$ cat src/rtl/raster_unpacker_pkg.sv
// raster_unpacker_pkg
// Shared types and field positions for the raster unpacker.
//   depth_e   : pixel depth code carried in the mode byte
//   mode_t    : the decoded active mode/colour set held by the pipeline
//   CMD_* / BP_* : bit positions inside cmd_in and bp_2_rast_cmd
//   depth_mask(): low-bit mask covering one pixel field of a given depth
package raster_unpacker_pkg;

  typedef enum logic [1:0] {
    DEPTH_1BPP = 2'd0,
    DEPTH_2BPP = 2'd1,
    DEPTH_4BPP = 2'd2,
    DEPTH_8BPP = 2'd3
  } depth_e;

  // cmd_in layout
  localparam int CMD_X_LSB     = 0;
  localparam int CMD_X_MSB     = 2;
  localparam int CMD_WIN_BIT   = 7;
  localparam int CMD_TFG_LSB   = 8;   // text foreground nibble
  localparam int CMD_TBG_LSB   = 12;  // text background nibble
  localparam int CMD_FONTY_LSB = 16;
  localparam int CMD_FONTY_MSB = 21;

  // bp_2_rast_cmd layout
  localparam int BP_DEPTH_LSB  = 0;
  localparam int BP_DEPTH_MSB  = 1;
  localparam int BP_TEXT_BIT   = 6;
  localparam int BP_BG_LSB     = 8;
  localparam int BP_FG_LSB     = 16;

  // Only the mode bits that affect the output are kept in the pipeline.
  typedef struct packed {
    logic [7:0] fg;
    logic [7:0] bg;
    logic       text;
    depth_e     depth;
  } mode_t;

  localparam mode_t MODE_RESET = '{fg: 8'h00, bg: 8'h00, text: 1'b0, depth: DEPTH_1BPP};

  function automatic logic [7:0] depth_mask(input depth_e depth);
    logic [7:0] mask;
    case (depth)
      DEPTH_1BPP: mask = 8'h01;
      DEPTH_2BPP: mask = 8'h03;
      DEPTH_4BPP: mask = 8'h0F;
      DEPTH_8BPP: mask = 8'hFF;
      default:    mask = 8'h00;
    endcase
    return mask;
  endfunction

endpackage

$ cat src/rtl/pixel_field_sel.sv
// pixel_field_sel
// Combinational MSB-first field extractor: picks the pixel field addressed
// by the sub-pixel X position out of a RAM byte, zero-extended to 8 bits.
//   byte_in   : RAM byte holding 8/4/2/1 pixels
//   x_in      : sub-pixel X position; low bits below the field size are ignored
//   depth_in  : pixel depth
//   field_out : selected field, right-aligned
module pixel_field_sel
  import raster_unpacker_pkg::*;
(
  input  logic [7:0] byte_in,
  input  logic [2:0] x_in,
  input  depth_e     depth_in,
  output logic [7:0] field_out
);

  // Field select: leftmost pixel sits in the byte's MSBs.
  always_comb begin
    field_out = 8'h00;
    case (depth_in)
      DEPTH_1BPP: field_out = {7'h00, byte_in[3'd7 - x_in]};
      DEPTH_2BPP: begin
        case (x_in[2:1])
          2'd0:    field_out = {6'h00, byte_in[7:6]};
          2'd1:    field_out = {6'h00, byte_in[5:4]};
          2'd2:    field_out = {6'h00, byte_in[3:2]};
          2'd3:    field_out = {6'h00, byte_in[1:0]};
          default: field_out = 8'h00;
        endcase
      end
      DEPTH_4BPP: begin
        if (x_in[2]) begin
          field_out = {4'h0, byte_in[3:0]};
        end else begin
          field_out = {4'h0, byte_in[7:4]};
        end
      end
      DEPTH_8BPP: field_out = byte_in;
      default:    field_out = 8'h00;
    endcase
  end

endmodule

$ cat src/rtl/raster_unpacker.sv
// raster_unpacker
// Turns an addressed RAM byte plus its draw command into a palette index,
// one pixel per pixel-clock period (registers advance when pc_ena_in == 0).
//   clk, reset      : clock, asynchronous active-high reset
//   pc_ena_in       : pixel-clock phase; 0 marks the enabled cycle
//   ram_byte_in     : RAM byte aligned to cmd_in
//   cmd_in          : sub-pixel X, window enable, text colours, font Y
//   bp_2_rast_cmd   : mode byte (depth, text slave), bg colour, fg colour
//   line_start      : start-of-line pulse (used only with line latching)
//   pixel_out       : palette index, 0 outside the window
//   pixel_ena_out   : pixel is inside the window
//   cmd_out         : cmd_in delayed to line up with pixel_out
// PIPE_STAGES selects 2 or 3 enabled-cycle latency; any value other than 3
// builds the 2-stage pipeline.
// Build option RASTER_UNPACKER_LINE_LATCH_EN: when defined, bp_2_rast_cmd is
// latched only on enabled cycles with line_start=1, so register writes made
// mid-line apply from the next line; otherwise it is sampled every pixel.
module raster_unpacker
  import raster_unpacker_pkg::*;
#(
  parameter int PIPE_STAGES = 2
) (
  input  logic        clk,
  input  logic        reset,
  input  logic [3:0]  pc_ena_in,
  input  logic [7:0]  ram_byte_in,
  input  logic [31:0] cmd_in,
  input  logic [23:0] bp_2_rast_cmd,
  input  logic        line_start,
  output logic [7:0]  pixel_out,
  output logic        pixel_ena_out,
  output logic [31:0] cmd_out
);

  logic        adv_s;
  mode_t       bp_mode_s;
  logic [7:0]  byte1_q, byte1_d;
  logic [31:0] cmd1_q, cmd1_d;
  mode_t       mode_q, mode_d;
  logic [7:0]  field_s;
  logic [7:0]  colour_s;
  logic [7:0]  pix2_q, pix2_d;
  logic        ena2_q, ena2_d;
  logic [31:0] cmd2_q, cmd2_d;

  assign adv_s = (pc_ena_in == 4'h0);

  assign bp_mode_s = '{fg:    bp_2_rast_cmd[BP_FG_LSB +: 8],
                       bg:    bp_2_rast_cmd[BP_BG_LSB +: 8],
                       text:  bp_2_rast_cmd[BP_TEXT_BIT],
                       depth: depth_e'(bp_2_rast_cmd[BP_DEPTH_MSB:BP_DEPTH_LSB])};

  // Mode bits that never influence the output are deliberately dropped.
`ifdef RASTER_UNPACKER_LINE_LATCH_EN
  logic unused_bp_s;
  assign unused_bp_s = ^{bp_2_rast_cmd[7], bp_2_rast_cmd[5:2]};
`else
  logic unused_bp_s;
  assign unused_bp_s = ^{bp_2_rast_cmd[7], bp_2_rast_cmd[5:2], line_start};
`endif

  // Stage 1 next state: byte, command and active mode, held between enables.
  always_comb begin
    byte1_d = byte1_q;
    cmd1_d  = cmd1_q;
    mode_d  = mode_q;
    if (adv_s) begin
      byte1_d = ram_byte_in;
      cmd1_d  = cmd_in;
`ifdef RASTER_UNPACKER_LINE_LATCH_EN
      if (line_start) begin
        mode_d = bp_mode_s;
      end else begin
        mode_d = mode_q;
      end
`else
      mode_d = bp_mode_s;
`endif
    end else begin
      byte1_d = byte1_q;
      cmd1_d  = cmd1_q;
      mode_d  = mode_q;
    end
  end

  pixel_field_sel u_field_sel (
    .byte_in   (byte1_q),
    .x_in      (cmd1_q[CMD_X_MSB:CMD_X_LSB]),
    .depth_in  (mode_q.depth),
    .field_out (field_s)
  );

  // Colour resolve: text slave only reinterprets 1bpp; 2/4bpp keep fg's upper bits.
  always_comb begin
    colour_s = 8'h00;
    case (mode_q.depth)
      DEPTH_1BPP: begin
        if (mode_q.text) begin
          colour_s = field_s[0] ? {4'h0, cmd1_q[CMD_TFG_LSB +: 4]}
                                : {4'h0, cmd1_q[CMD_TBG_LSB +: 4]};
        end else begin
          colour_s = field_s[0] ? mode_q.fg : mode_q.bg;
        end
      end
      DEPTH_2BPP, DEPTH_4BPP: colour_s = (mode_q.fg & ~depth_mask(mode_q.depth)) | field_s;
      DEPTH_8BPP: colour_s = field_s;
      default:    colour_s = 8'h00;
    endcase
  end

  // Stage 2 next state: windowed palette index and the command alongside it.
  always_comb begin
    pix2_d = pix2_q;
    ena2_d = ena2_q;
    cmd2_d = cmd2_q;
    if (adv_s) begin
      ena2_d = cmd1_q[CMD_WIN_BIT];
      cmd2_d = cmd1_q;
      if (cmd1_q[CMD_WIN_BIT]) begin
        pix2_d = colour_s;
      end else begin
        pix2_d = 8'h00;
      end
    end else begin
      pix2_d = pix2_q;
      ena2_d = ena2_q;
      cmd2_d = cmd2_q;
    end
  end

  // Stage 1 and stage 2 registers.
  always_ff @(posedge clk or posedge reset) begin
    if (reset) begin
      byte1_q <= 8'h00;
      cmd1_q  <= 32'h0000_0000;
      mode_q  <= MODE_RESET;
      pix2_q  <= 8'h00;
      ena2_q  <= 1'b0;
      cmd2_q  <= 32'h0000_0000;
    end else begin
      byte1_q <= byte1_d;
      cmd1_q  <= cmd1_d;
      mode_q  <= mode_d;
      pix2_q  <= pix2_d;
      ena2_q  <= ena2_d;
      cmd2_q  <= cmd2_d;
    end
  end

  generate
    if (PIPE_STAGES == 3) begin : g_stage3
      logic [7:0]  pix3_q, pix3_d;
      logic        ena3_q, ena3_d;
      logic [31:0] cmd3_q, cmd3_d;

      // Stage 3 next state: plain delay of stage 2.
      always_comb begin
        pix3_d = pix3_q;
        ena3_d = ena3_q;
        cmd3_d = cmd3_q;
        if (adv_s) begin
          pix3_d = pix2_q;
          ena3_d = ena2_q;
          cmd3_d = cmd2_q;
        end else begin
          pix3_d = pix3_q;
          ena3_d = ena3_q;
          cmd3_d = cmd3_q;
        end
      end

      // Stage 3 registers.
      always_ff @(posedge clk or posedge reset) begin
        if (reset) begin
          pix3_q <= 8'h00;
          ena3_q <= 1'b0;
          cmd3_q <= 32'h0000_0000;
        end else begin
          pix3_q <= pix3_d;
          ena3_q <= ena3_d;
          cmd3_q <= cmd3_d;
        end
      end

      assign pixel_out     = pix3_q;
      assign pixel_ena_out = ena3_q;
      assign cmd_out       = cmd3_q;
    end else begin : g_stage2_out
      assign pixel_out     = pix2_q;
      assign pixel_ena_out = ena2_q;
      assign cmd_out       = cmd2_q;
    end
  endgenerate

endmodule

$ cat config.mk
export PLATFORM = sky130hd
export DESIGN_NAME = raster_unpacker
export DESIGN_NICKNAME = d
export VERILOG_FILES = /design/src/rtl/raster_unpacker_pkg.sv /design/src/rtl/pixel_field_sel.sv /design/src/rtl/raster_unpacker.sv
export SDC_FILE = /design/constraint.sdc
export NUM_CORES = 1
export LEC_CHECK = 0
export BUFFER_PORTS_ARGS = -buffer_cell sky130_fd_sc_hd__buf_2
export CAP_MARGIN = 0
export CORE_MARGIN = 8
export CORE_UTILIZATION = 43
export DETAILED_ROUTE_END_ITERATION = 16
export PLACE_DENSITY_LB_ADDON = 0.05
export SLEW_MARGIN = 25
export SYNTH_ARGS = -nofsm -noshare
export SYNTH_HDL_FRONTEND = slang
export SYNTH_HIERARCHICAL = 1
export SYNTH_SLANG_ARGS = --single-unit
$ cat constraint.sdc
create_clock -name clk -period 6.04 [get_ports clk]
set_input_delay 1.51 -clock clk [delete_from_list [all_inputs] [get_ports clk]]
set_output_delay 1.51 -clock clk [all_outputs]
set_load 0.1 [all_outputs]
==> impl_metrics.yaml, run 1 <==
synthesis:
  postSynthAreaPerCell_sq_um: 8.94
  synthTopCellsByCount: "nand2_1, dfrtp_1, clkbuf_1, buf_2, o21ai_0"
  synth_cell_type_count: 34
  synthTopCellsByArea: "dfrtp_1, nand2_1, mux4_2, ha_1, mux2i_1"
  synth_top_area_frac: 0.575
  synth_area_sq_mm: 0.00431
  synth_top_cell_by_area: "dfrtp_1"
  synth_top_flop_cell: "dfrtp_1"
  yosysWarnings: 6
  yosys_register_bits: 99
  synth_edf_count: 0
  seq_area_frac_synth: 0.575
  synth_nets: 558
  synthCells: 482
  synth_most_common_cell: "nand2_1"
  async_reset_ff_frac: 1.00
final_layout:
  final_cell_count_no_fill: 716
  regArea_sq_mm: 0.00248
  antennaDiodeCount: 0
  nNetsFinal: 654
  area_growth_pct: 19.5
  layout-drive-gt1-share: 0.242
  fillers: 999
  multi_input_area_sq_mm: 0.00168
  post-route-cell-area_sq_mm: 0.00515
  final_util: 0.529
global_route:
  grt_pass1_vias: 3389
  antenna_found_initial: 0
  grt_max_degree: 98
  grt-ovfl-total: 0
  grt_pass1_wl_mm: 16.8
  track_usage: 0.157
placed_design:
  gp_congestion: 0.823
  dpl_worst_slack_ns: 2.45
  dpl_cell_area_sq_mm: 0.00490
  post-place-cells: 699
  detailed_place_hpwl_mm: 7.06
  io_buffers: 105
timing:
  rsz0062_at_grt: "false"
  slew_violations: 0
  fin_skew_ns: 0.00843
  worst_pin_slew_ns: 0.980
  finalHoldViolCount: 0
  fmax_mhz: 318
  post-route-period-util: 0.521
  finalSetupTns_ns: 0
  layout_setup_ws_ns: 2.89
  report.final.setup_viol: 0
  hold_ws_ns: 0.473
  fin_crit_ns: 3.15
  relSlewSlack: 0.342
clocking:
  clk_pin_slew_ns: 0.09
  htree_num_levels: 3
  insertion_delay_ns: 0.37
  clock_sinks: 99
  ctsResizeCount: 0
  cts_buffer_depth: 2
  post_cts_buffers: 0
  cts_buffers: 9
  ctsHoldBuffers: 0
  cts-root-buf: "clkbuf_8"
  cts_tree: "done"
power_and_ir_drop:
  leakagePower_nw: 2.87
  power.density_mw_per_mm2: 428
  total_power_mw: 2.20
  irDropWorstVdd_mv: 0.205
run:
  drv_cap: 0
worst_hold_path:
  min_path_type: "reg -> reg"
  holdPathStages: 2
setup_path:
  arrival_ns: 3.42
  rrSetupSlack_ns: 3.60
  critPathSlowestCell: "nor4_4"
  worst-setup-path-type: "in -> reg"
  path_max_fanout: 29
  cp.depth: 5
  crit_required_ns: 6.31
  ff2ff_path_depth: 7
  cp-start-kind: "primary input"
  path_cells: "buf_2, nor4_4, buf_4, nand4b_1, o221ai_1"
  crit_family: "simple AND/OR/NAND/NOR gates"
  max_stage_delay_ns: 0.86
  worstSetupEndpointType: "flip-flop"
  path_buf_inv: 2
floorplanning:
  die_w_um: 116
  ios: 112
  placementRows: 36
  initial_utilization: 0.443
  die_h_um: 116
  die_area_sq_mm: 0.0135
  core_sq_mm: 0.00973
run_status:
  status: "completed"
routing:
  drc_errors: 0
  avgRoutedWirePerCell_um: 14.3
  ant_nets: 0
  initialDrtViolationCount: 239
  drt-pass1-iter-count: 4
  wl_mm: 10.2
  viasPerCell: 4.77
  vias: 3414
## path summary, 6_finish.rpt
path	startpoint	endpoint
min reg2reg	cmd1_q[3]	cmd_out[3]
min in group asynchronous	reset	cmd_out[25]
min	cmd1_q[3]	cmd_out[3]
max reg2reg	cmd1_q[2]	pixel_out[0]
max	pc_ena_in[1]	pixel_out[5]
max in group asynchronous	reset	cmd_out[31]
## registers in the layout, indices dropped and copies added, names as in the netlist
signal     flops
pixel_out      8
cmd_out       32
mode_q        19
cmd1_q        32
byte1_q        8
## cell usage in the layout (no fill, tap or decap), drive strengths merged, types with 5 or more instances in the layout
master	synthesis	final
a21oi	6	6
and3	5	5
buf	16	111
clkbuf	10	10
dfrtp	99	99
ha	5	5
inv	4	5
mux2i	5	5
mux4	5	5
nand2	277	277
nor2	8	8
o21ai	12	12
## metal layers
layer	global-route usage	vias to the layer above	share of wire
li1	-	1715	-
met1	0.218	1595	0.49
met2	0.225	91	0.42
met3	0.0403	13	0.068
met4	0.0752	0	0.022
met5	0	-	0
## power breakdown
group	switching, mW	internal [mW]
logic	0.647	0.188
clock network	0.225	0.245
registers	0.102	0.795
## cell families (layout without fill, tap and decap cells)
kind of cell               count (synthesis)  after routing  share of synthesized area
AOI/OAI and AO/OA                         36             36                     0.0529
adders and majority gates                  5              5                     0.0145
buffers and inverters                     30            131                     0.0383
DFF                                       99             99                      0.575
muxes                                     13             13                     0.0456
and+or+nand+nor                          299            299                      0.274
## tightest hold or removal path, stage by stage (launching register included)
cell and delay, ns:
dfrtp_1 0.35, nand2_1 0.05, nand2_1 0.05
## area by class of cell
| cell class | count | share of cell area |
|---|---|---|
| clock inverter | 6 | 0.0170 |
| clock buffer | 10 | 0.0267 |
| inverter | 4 | 0.00340 |
| sequential | 99 | 0.481 |
| multi-input combinational | 353 | 0.326 |
| tap | 133 | 0.0323 |
| timing repair buffer | 111 | 0.113 |
No activity file was read; power rests on OpenSTA's default activity.
==> inputs of run 2 (changes only) <==
==> constraint.sdc (replaced) <==
create_clock -name clk -period 3.3 [get_ports clk]
set_input_delay 0.825 -clock clk [delete_from_list [all_inputs] [get_ports clk]]
set_output_delay 0.825 -clock clk [all_outputs]
set_load 0.1 [all_outputs]
==> impl_metrics.yaml, run 2 (synthesis gave the netlist of run 1 again) <==
timing:
  post-route-period-util: 0.756
  relSlewSlack: 0.500
  hold_ws_ns: 0.470
  rsz0062_at_grt: "false"
  slew_violations: 0
  finalHoldViolCount: 0
  fin_skew_ns: 0.0109
  worst_pin_slew_ns: 0.749
  finalSetupTns_ns: 0
  fmax_mhz: 401
  report.final.setup_viol: 0
  fin_crit_ns: 2.50
global_route:
  antenna_found_initial: 0
  grt_max_degree: 54
  grt_pass1_wl_mm: 16.9
  grt_pass1_vias: 3515
  grt-ovfl-total: 0
  track_usage: 0.160
clocking:
  ctsResizeCount: 0
  cts_buffer_depth: 2
  cts_tree: "done"
  clock_sinks: 99
  insertion_delay_ns: 0.36
  post_cts_buffers: 0
  ctsHoldBuffers: 0
  cts-root-buf: "clkbuf_8"
  htree_num_levels: 3
  cts_buffers: 9
  clk_pin_slew_ns: 0.09
run:
  drv_cap: 0
setup_path:
  crit_required_ns: 3.54
  max_stage_delay_ns: 0.62
  worstSetupEndpointType: "flip-flop"
  worst-setup-path-type: "reg -> reg"
  path_cells: "mux2i_1, and3_2, o41ai_2, buf_4, mux4_2, a31oi_1, o22ai_1"
  critPathSlowestCell: "dfrtp_1"
  path_max_fanout: 14
  cp-start-kind: "flip-flop"
  arrival_ns: 2.74
floorplanning:
  die_area_sq_mm: 0.0135
  die_w_um: 116
  initial_utilization: 0.443
  placementRows: 36
  core_sq_mm: 0.00973
  ios: 112
  die_h_um: 116
power_and_ir_drop:
  pwr-share-comb: 0.397
  p_sw_frac: 0.459
  pwr-share-clk: 0.177
  power.density_mw_per_mm2: 756
  irDropWorstVdd_mv: 0.367
  internal_power_mw: 2.09
  seqPwrFrac: 0.426
  leakagePower_nw: 2.85
  switchingPower_mw: 1.77
final_layout:
  layout_commonest_cell: "nand2_1"
  regArea_sq_mm: 0.00248
  antennaDiodeCount: 0
  layout-drive-gt1-share: 0.241
  multi_input_area_sq_mm: 0.00168
  area_growth_pct: 18.5
  most-common-layout-cells: "nand2_1, buf_2, dfrtp_1"
  fillers: 952
  nNetsFinal: 657
routing:
  ant_nets: 0
  avgRoutedWirePerCell_um: 14.2
  routed-wl-met3_um: 710
  wl_mm: 10.2
  drc_errors: 0
  wl_met1_mm: 4.97
  viasPerCell: 4.74
  wl_met2_mm: 4.34
  topRoutingLayerUsed: "met4"
  vias: 3400
  drt-pass1-iter-count: 4
  initialDrtViolationCount: 177
run_status:
  status: "completed"
worst_hold_path:
  min_path_type: "reg -> reg"
placed_design:
  io_buffers: 105
  detailed_place_hpwl_mm: 7.21
  gp_congestion: 0.773
==> run 2: cell types whose count changed in the layout (fill, tap and decap cells not counted), sizes merged <==
cell,previous run,this run
inv,5,3
clkinvlp,0,1
clkbuf,10,12
buf,111,114
bufinv,2,0
==> run 2: path summary, 6_finish.rpt <==
check	startpoint	endpoint	slack, ns	cells after the start
setup / recovery	cmd1_q[2]	pixel_out[2]	0.80	7
setup reg to reg	cmd1_q[2]	pixel_out[2]	0.80	7
hold / removal	cmd1_q[30]	cmd_out[30]	0.47	2
max in group asynchronous	reset	byte1_q[3]	2.02	3
min in group asynchronous	reset	cmd_out[23]	0.58	2
hold reg to reg	cmd1_q[30]	cmd_out[30]	0.47	2
==> run 2: power groups by stage <==
stage	registers [mW]	clock network [mW]	logic [mW]
after global placement	1.66	0	1.53
after floorplan	2.41	0	0.480
after CTS	1.64	0.714	1.55
after detailed placement	1.67	0	1.54
after global routing	1.68	0.757	1.63
final	1.64	0.685	1.53
==> run 2: layout make-up <==
type,instances,share of cell area
multi-input cells,353,0.328
well taps,133,0.0326
inverters,4,0.00368
clock inverters,3,0.00294
flip-flops and latches,99,0.485
repair buffers,114,0.119
clock buffers,12,0.0284
==> run 2: worst max-delay path: cells and delay by family, from the launching register on <==
family | cells | cell delay [ns]
flip-flops | 1 | 0.62
AO/OA/AOI/OAI | 3 | 0.60
buffers and inverters | 1 | 0.28
multiplexers | 2 | 0.66
AND/OR/NAND/NOR | 1 | 0.22
==> run 2: routing by layer <==
layer | up-vias | GRT usage
met5 | - | 0
met4 | 0 | 0.0726
met3 | 13 | 0.0403
met2 | 90 | 0.240
met1 | 1570 | 0.213
li1 | 1727 | -
==> run 2: per-stage QoR <==
stage / util / power (mW) / instance area (sq um) / cells / setup slack [ns]
finish: 0.525 / 3.86 / 5100 / 718 / 0.804
global route: 0.525 / 4.07 / 5100 / 718 / 0.562
CTS: 0.525 / 3.91 / 5100 / 718 / 0.800
detailed placement: 0.508 / 3.21 / 4940 / 703 / 0.811
global placement: 0.508 / 3.19 / 4940 / 703 / 0.867
floorplan: - / 2.89 / 4310 / 482 / 0.964
